File: src/rtl/vlc_pkg.sv
// Shared definitions for the VLC decoders (AC run, AC level, DC):
// window width, context reset value, run codebook type, the run-codebook
// lookup, and the decoder FSM state encoding.
package vlc_pkg;

    localparam int         WIN_W             = 32;
    localparam logic [3:0] PREV_INIT_DEFAULT = 4'd4;

    // Adaptive Golomb codebook: Rice parameter, Exp-Golomb order and the
    // quotient value at which the code switches from Rice to Exp-Golomb.
    typedef struct packed {
        logic [1:0] rice_k;
        logic [1:0] exp_k;
        logic [1:0] sw;
    } codebook_t;

    typedef enum logic [1:0] {
        ST_IDLE,
        ST_DECODE,
        ST_EMIT
    } dec_state_t;

    // Run codebook selected by the previously decoded (saturated) run.
    function automatic codebook_t run_codebook(input logic [3:0] prev_run);
        codebook_t cb;
        if (prev_run <= 4'd1)       cb = '{rice_k: 2'd0, exp_k: 2'd1, sw: 2'd2};
        else if (prev_run <= 4'd3)  cb = '{rice_k: 2'd0, exp_k: 2'd1, sw: 2'd1};
        else if (prev_run == 4'd4)  cb = '{rice_k: 2'd0, exp_k: 2'd1, sw: 2'd0};
        else if (prev_run <= 4'd8)  cb = '{rice_k: 2'd1, exp_k: 2'd2, sw: 2'd1};
        else if (prev_run <= 4'd14) cb = '{rice_k: 2'd1, exp_k: 2'd2, sw: 2'd0};
        else                        cb = '{rice_k: 2'd2, exp_k: 2'd3, sw: 2'd0};
        return cb;
    endfunction

endpackage

File: src/rtl/golomb_combo_decode.sv
// Combinational adaptive Rice/Exp-Golomb codeword decoder.
// Given an MSB-first bit window and a codebook, returns the decoded value,
// the number of bits the codeword occupies and a malformed-codeword flag.
// Malformed codewords (no terminating one, or longer than the window)
// decode to value 0 with length 32 so downstream logic sees a saturated
// result. Shared by the AC run, AC level and DC decoders.
module golomb_combo_decode
    import vlc_pkg::*;
(
    input  logic [WIN_W-1:0] bits,
    input  codebook_t        cb,
    output logic [WIN_W-1:0] run,
    output logic [5:0]       length,
    output logic             err
);

    logic [5:0]       q;
    logic             rice_sel;
    logic [WIN_W-1:0] rice_rem;
    logic [WIN_W-1:0] rice_run;
    logic [5:0]       rice_len;
    logic [6:0]       eg_len;
    logic [WIN_W-1:0] eg_val;
    logic [WIN_W-1:0] eg_run;

    // Leading-zero count: later iterations overwrite, so the highest set bit wins.
    always_comb begin
        // NOTE: every always_comb output gets a default first so no path infers a latch.
        q = 6'd32;
        for (int i = 0; i < WIN_W; i++) begin
            if (bits[i]) q = 6'(WIN_W - 1 - i);
        end
    end

    // Evaluate both code branches in parallel; the codebook picks one below.
    always_comb begin
        rice_sel = (q <= {4'd0, cb.sw});
        // Remainder sits right after the terminating one; rice_k==0 shifts it all out.
        rice_rem = (bits << (q + 6'd1)) >> (6'd32 - {4'd0, cb.rice_k});
        rice_run = ({26'd0, q} << cb.rice_k) | rice_rem;
        rice_len = q + 6'd1 + {4'd0, cb.rice_k};
        eg_len   = {q, 1'b0} + {5'd0, cb.exp_k} - {5'd0, cb.sw};
        eg_val   = bits >> (7'd32 - eg_len);
        eg_run   = eg_val - (32'd1 << cb.exp_k)
                 + (({30'd0, cb.sw} + 32'd1) << cb.rice_k);
    end

    // Branch select with saturation of malformed codewords.
    always_comb begin
        err    = (q == 6'd32) || (!rice_sel && (eg_len > 7'd32));
        run    = '0;
        length = 6'd32;
        if (!err) begin
            if (rice_sel) begin
                run    = rice_run;
                length = rice_len;
            end else begin
                run    = eg_run;
                length = eg_len[5:0];
            end
        end
    end

endmodule

File: src/rtl/entropy_decode_ac_run_coefficients.sv
// AC zero-run VLC decoder. Accepts a 32-bit peek window positioned at a run
// codeword, decodes it with the codebook chosen by the previous run, and
// returns the run and the number of bits consumed. One codeword in flight:
// the next window is only accepted after the result handshake, because the
// context for the next codeword is the run just decoded.
// Optional build macro AC_RUN_DEC_ERROR_CHECK_EN: when defined, out_error
// flags malformed codewords; otherwise out_error is tied low.
module entropy_decode_ac_run_coefficients
    import vlc_pkg::*;
#(
    parameter int RUN_W     = 32,
    parameter int PREV_INIT = 4
) (
    input  logic             clk,
    input  logic             reset_n,
    input  logic             block_start,
    input  logic             in_valid,
    output logic             in_ready,
    input  logic [31:0]      in_bits,
    output logic             out_valid,
    input  logic             out_ready,
    output logic [RUN_W-1:0] out_run,
    output logic [5:0]       out_length,
    output logic             out_error
);

    localparam logic [3:0] PREV_INIT_V = 4'(PREV_INIT);

    dec_state_t       state;
    logic [WIN_W-1:0] win_q;
    codebook_t        cb_q;
    logic [3:0]       prev_run;
    logic             err_q;

    logic [WIN_W-1:0] dec_run;
    logic [5:0]       dec_len;
    logic             dec_err;

    golomb_combo_decode u_golomb (
        .bits   (win_q),
        .cb     (cb_q),
        .run    (dec_run),
        .length (dec_len),
        .err    (dec_err)
    );

    // Control FSM, window/codebook capture, result registers and run context.
    always_ff @(posedge clk) begin
        // NOTE: sequential state uses non-blocking assignments so every register samples pre-edge values.
        if (!reset_n) begin
            state      <= ST_IDLE;
            in_ready   <= 1'b1;
            out_valid  <= 1'b0;
            out_run    <= '0;
            out_length <= 6'd0;
            win_q      <= '0;
            cb_q       <= run_codebook(PREV_INIT_V);
            err_q      <= 1'b0;
            prev_run   <= PREV_INIT_V;
        end else begin
            case (state)
                ST_IDLE: begin
                    if (in_valid && in_ready) begin
                        win_q    <= in_bits;
                        // A block start on the accept cycle already applies to this codeword.
                        cb_q     <= run_codebook(block_start ? PREV_INIT_V : prev_run);
                        err_q    <= 1'b0;
                        in_ready <= 1'b0;
                        state    <= ST_DECODE;
                    end
                end
                ST_DECODE: begin
                    out_run    <= RUN_W'(dec_run);
                    out_length <= dec_len;
                    err_q      <= dec_err;
                    out_valid  <= 1'b1;
                    state      <= ST_EMIT;
                end
                ST_EMIT: begin
                    if (out_ready) begin
                        out_valid <= 1'b0;
                        in_ready  <= 1'b1;
                        state     <= ST_IDLE;
                        // Malformed codewords leave the context untouched.
                        if (!err_q) begin
                            prev_run <= (out_run > RUN_W'(15)) ? 4'd15 : out_run[3:0];
                        end
                    end
                end
                default: begin
                    in_ready  <= 1'b1;
                    out_valid <= 1'b0;
                    state     <= ST_IDLE;
                end
            endcase
            // NOTE: placed last so it overrides the handshake context update in the same cycle.
            if (block_start) prev_run <= PREV_INIT_V;
        end
    end

`ifdef AC_RUN_DEC_ERROR_CHECK_EN
    // Error flag is set with the result and held until the next accept.
    assign out_error = err_q;
`else
    assign out_error = 1'b0;
`endif

endmodule

File: config.mk
export PLATFORM = sky130hd
export DESIGN_NAME = entropy_decode_ac_run_coefficients
export DESIGN_NICKNAME = d
export VERILOG_FILES = /design/src/rtl/vlc_pkg.sv /design/src/rtl/golomb_combo_decode.sv /design/src/rtl/entropy_decode_ac_run_coefficients.sv
export SDC_FILE = /design/constraint.sdc
export NUM_CORES = 1
export LEC_CHECK = 0
export ABC_AREA = 1
export CAP_MARGIN = 25
export CORE_ASPECT_RATIO = 1.75
export CORE_MARGIN = 8
export CORE_UTILIZATION = 40
export DETAILED_ROUTE_END_ITERATION = 8
export PLACE_DENSITY_LB_ADDON = 0.1
export SLEW_MARGIN = 25
export SYNTH_ARGS = -nofsm -noshare
export SYNTH_HDL_FRONTEND = slang
export SYNTH_HIERARCHICAL = 1
export SYNTH_SLANG_ARGS = --single-unit
File: constraint.sdc
create_clock -name clk -period 19.6 [get_ports clk]
set_clock_uncertainty 0.1 [all_clocks]
set_input_delay 2.94 -clock clk [delete_from_list [all_inputs] [get_ports clk]]
set_output_delay 2.94 -clock clk [all_outputs]
set_load 0.05 [all_outputs]
==> flow_metrics.env <==
export IMPL_cts_tree="built"
export IMPL_antenna_found_initial=0
export IMPL_clk_pin_slew_ns=0.07
export IMPL_hold_class="reg2reg"
export IMPL_ys_warn_count=6
export IMPL_synthArstFlopShare_pct=0
export IMPL_synth_xor_area_share_pct=3.50
export IMPL_fin_crit_ns=9.72
export IMPL_viasPerCell=5.32
export IMPL_grt_pass1_vias=9983
export IMPL_die_width_um=131
export IMPL_drtIter0Drc=585
export IMPL_yosysUniqueCellTypes=51
export IMPL_synthMuxAreaShare_pct=1.30
export IMPL_start_kind="register"
export IMPL_coreArea_um2=22700
export IMPL_gp_congestion=0.935
export IMPL_routed_wl_um=31500
export IMPL_clock_fmax_ghz=0.103
export IMPL_cap_violations=0
export IMPL_grt_usage_pct=22.7
export IMPL_ant_nets=0
export IMPL_root_buffer="clkbuf_16"
export IMPL_critPathTopFamily="simple AND/OR/NAND/NOR gates"
export IMPL_critPathMaxStageDelay_ns=0.53
export IMPL_synth_adder_area_share_pct=9.35
export IMPL_post_place_cells=1902
export IMPL_period_share_pct=49.6
export IMPL_final_util_pct=45.9
export IMPL_worst_pin_slew_ns=0.977
export IMPL_nets=1715
export IMPL_synth_compound_area_share_pct=19.8
export IMPL_maxSlewHeadroom_pct=34.7
export IMPL_synth_edff_count=0
export IMPL_start_util_pct=40.7
export IMPL_ys_ff_latch=85
export IMPL_synth_simple_gate_area_share_pct=35.5
export IMPL_synthesis_nets=1692
export IMPL_avgSynthCellArea_um2=5.82
export IMPL_die_height_um=217
export IMPL_post_cts_setup_buffers=0
export IMPL_status="completed"
export IMPL_r2r_slack_ns=9.88
export IMPL_syn2layout_area_growth_pct=12.7
export IMPL_clk_path_buf_depth=2
export IMPL_ctsResizeCount=0
export IMPL_worstPathRequired_ns=19.74
export IMPL_layout_drive_gt1_share_pct=4.33
export IMPL_crit_path_top_delay_cell="fa_1"
export IMPL_clkLatencyLatePin_ns=0.38
export IMPL_ys_seq_area_share_pct=18.4
export IMPL_port_buffers=76
export IMPL_maxSlewViolCount=0
export IMPL_via_count=10200
export IMPL_grt_setup_unrepaired="no"
export IMPL_syn_area_um2=9260
export IMPL_cts_buffers=9
export IMPL_ios=78
export IMPL_path_max_fanout=35
export IMPL_finalSetupTns_ns=0
export IMPL_grt_max_degree=76
export IMPL_path_class="reg2reg"
export IMPL_grt_pass1_wl_um=50600
export IMPL_crit_top_cell="nand2_1"
export IMPL_route_detailed_drc=0
export IMPL_synth_top_family_by_area="simple AND/OR/NAND/NOR gates"
export IMPL_cts_hold_buf=0
export IMPL_hold_viol=0
export IMPL_ys_flop_type="dfxtp_1"
export IMPL_syn_inst=1590
export IMPL_dp_hpwl_um=25200
export IMPL_avgRoutedWirePerCell_um=16.4
export IMPL_critPathBufInv=6
export IMPL_grt_ovfl_total=0
export IMPL_endpoint_kind="register"
export IMPL_cts_sinks=85
export IMPL_cts_htree_levels=3
export IMPL_crit_arrival_ns=9.86
export IMPL_dieArea_um2=28500
export IMPL_diodes=0
export IMPL_finalSetupViolations=0
export IMPL_drt_pre_antenna_iters=6
export IMPL_finalNonFillerCells=1918
export IMPL_hold_worst_slack_ns=0.365
export IMPL_rows=73
cells in the mapped netlist, types with 15 or more instances:
library cell	count	area, µm²
ha_1	58	726
nand2_1	285	1070
dfxtp_1	85	1700
nand3_1	185	926
xnor2_1	17	149
clkbuf_1	46	173
o21ai_0	189	946
nor2_1	272	1020
inv_1	193	724
o211ai_1	16	120
xor2_1	15	131
a21oi_1	78	390
worst register-to-register path, delay by kind of cell (launching register included):
kind	cells	cell delay, ns
AOI/OAI and AO/OA	16	2.74
xor gates and xnor gates	2	0.42
adders and majority gates	5	2.01
buffers and inverters	6	0.49
DFF	1	0.37
muxes	1	0.20
and+or+nand+nor	35	3.29
cell usage in the layout (no fill, tap or decap), drive strengths merged:
master and count:
mux2i 12, and3b 1, a311oi 1, inv 208
fa 7, o22ai 8, bufinv 1, clkbuf 9
o211ai 16, a21boi 1, o21a 4, xnor2 18
o21ai 192, conb 1, nand3 185, a211oi 3
o32ai 1, o21bai 4, nand2 293, xor2 16
a21oi 88, a31oi 5, nor3b 1, or2 5
nor2 274, nor3 12, o2111ai 1, nand4 9
buf 13, o311ai 1, dfxtp 85, clkdlybuf4s50 75
ha 58, o31ai 7, nor4 2, clkinv 1
final cells by class:
cell class | instances | area (µm²)
Fill cell | 2515 | 12300
Inverter | 203 | 762
Tap cell | 300 | 375
Clock inverter | 7 | 88.8
Clock buffer | 9 | 225
Sequential cell | 85 | 1700
Timing Repair Buffer | 88 | 846
Multi-Input combinational cell | 1226 | 6440
logic make-up (layout without fill, tap and decap cells):
kind of cell | Yosys count | count (layout)
AND/OR/NAND/NOR | 782 | 782
AO/OA/AOI/OAI | 332 | 332
buffers and inverters | 279 | 307
flip-flops | 85 | 85
adder cells (fa/ha/maj) | 65 | 65
XOR/XNOR | 34 | 34
multiplexers | 12 | 12
other | 1 | 1
state kept, by name (all words and copies together), names as in the netlist:
name,cells
cb_q,6
err_q,1
in_ready,1
out_length,6
out_run,32
out_valid,1
prev_run,4
state,2
win_q,32
through the flow:
step / instance area [µm²] / setup slack (ns)
2_1_floorplan: 9260 / 11.69
3_3_place_gp: 10100 / 10.08
3_5_place_dp: 10100 / 9.99
4_1_cts: 10400 / 9.95
5_1_grt: 10400 / 8.87
6_report: 10400 / 9.88
layer usage:
metal | part of all wire, % | GRT usage, %
met5 | 0 | 0
met4 | 5.9 | 14.9
met3 | 3.6 | 2.28
met2 | 54 | 43.2
met1 | 37 | 22.2
worst paths after layout:
kind	start	cells past startpoint	to
min reg2reg	out_run[16]	2	out_run[16]
max reg2reg	win_q[3]	65	out_run[31]
min	out_run[16]	2	out_run[16]
max	win_q[3]	65	out_run[31]
Power is not shown: default switching activity piles up to over one toggle a cycle in this logic, so the estimate is an artifact.
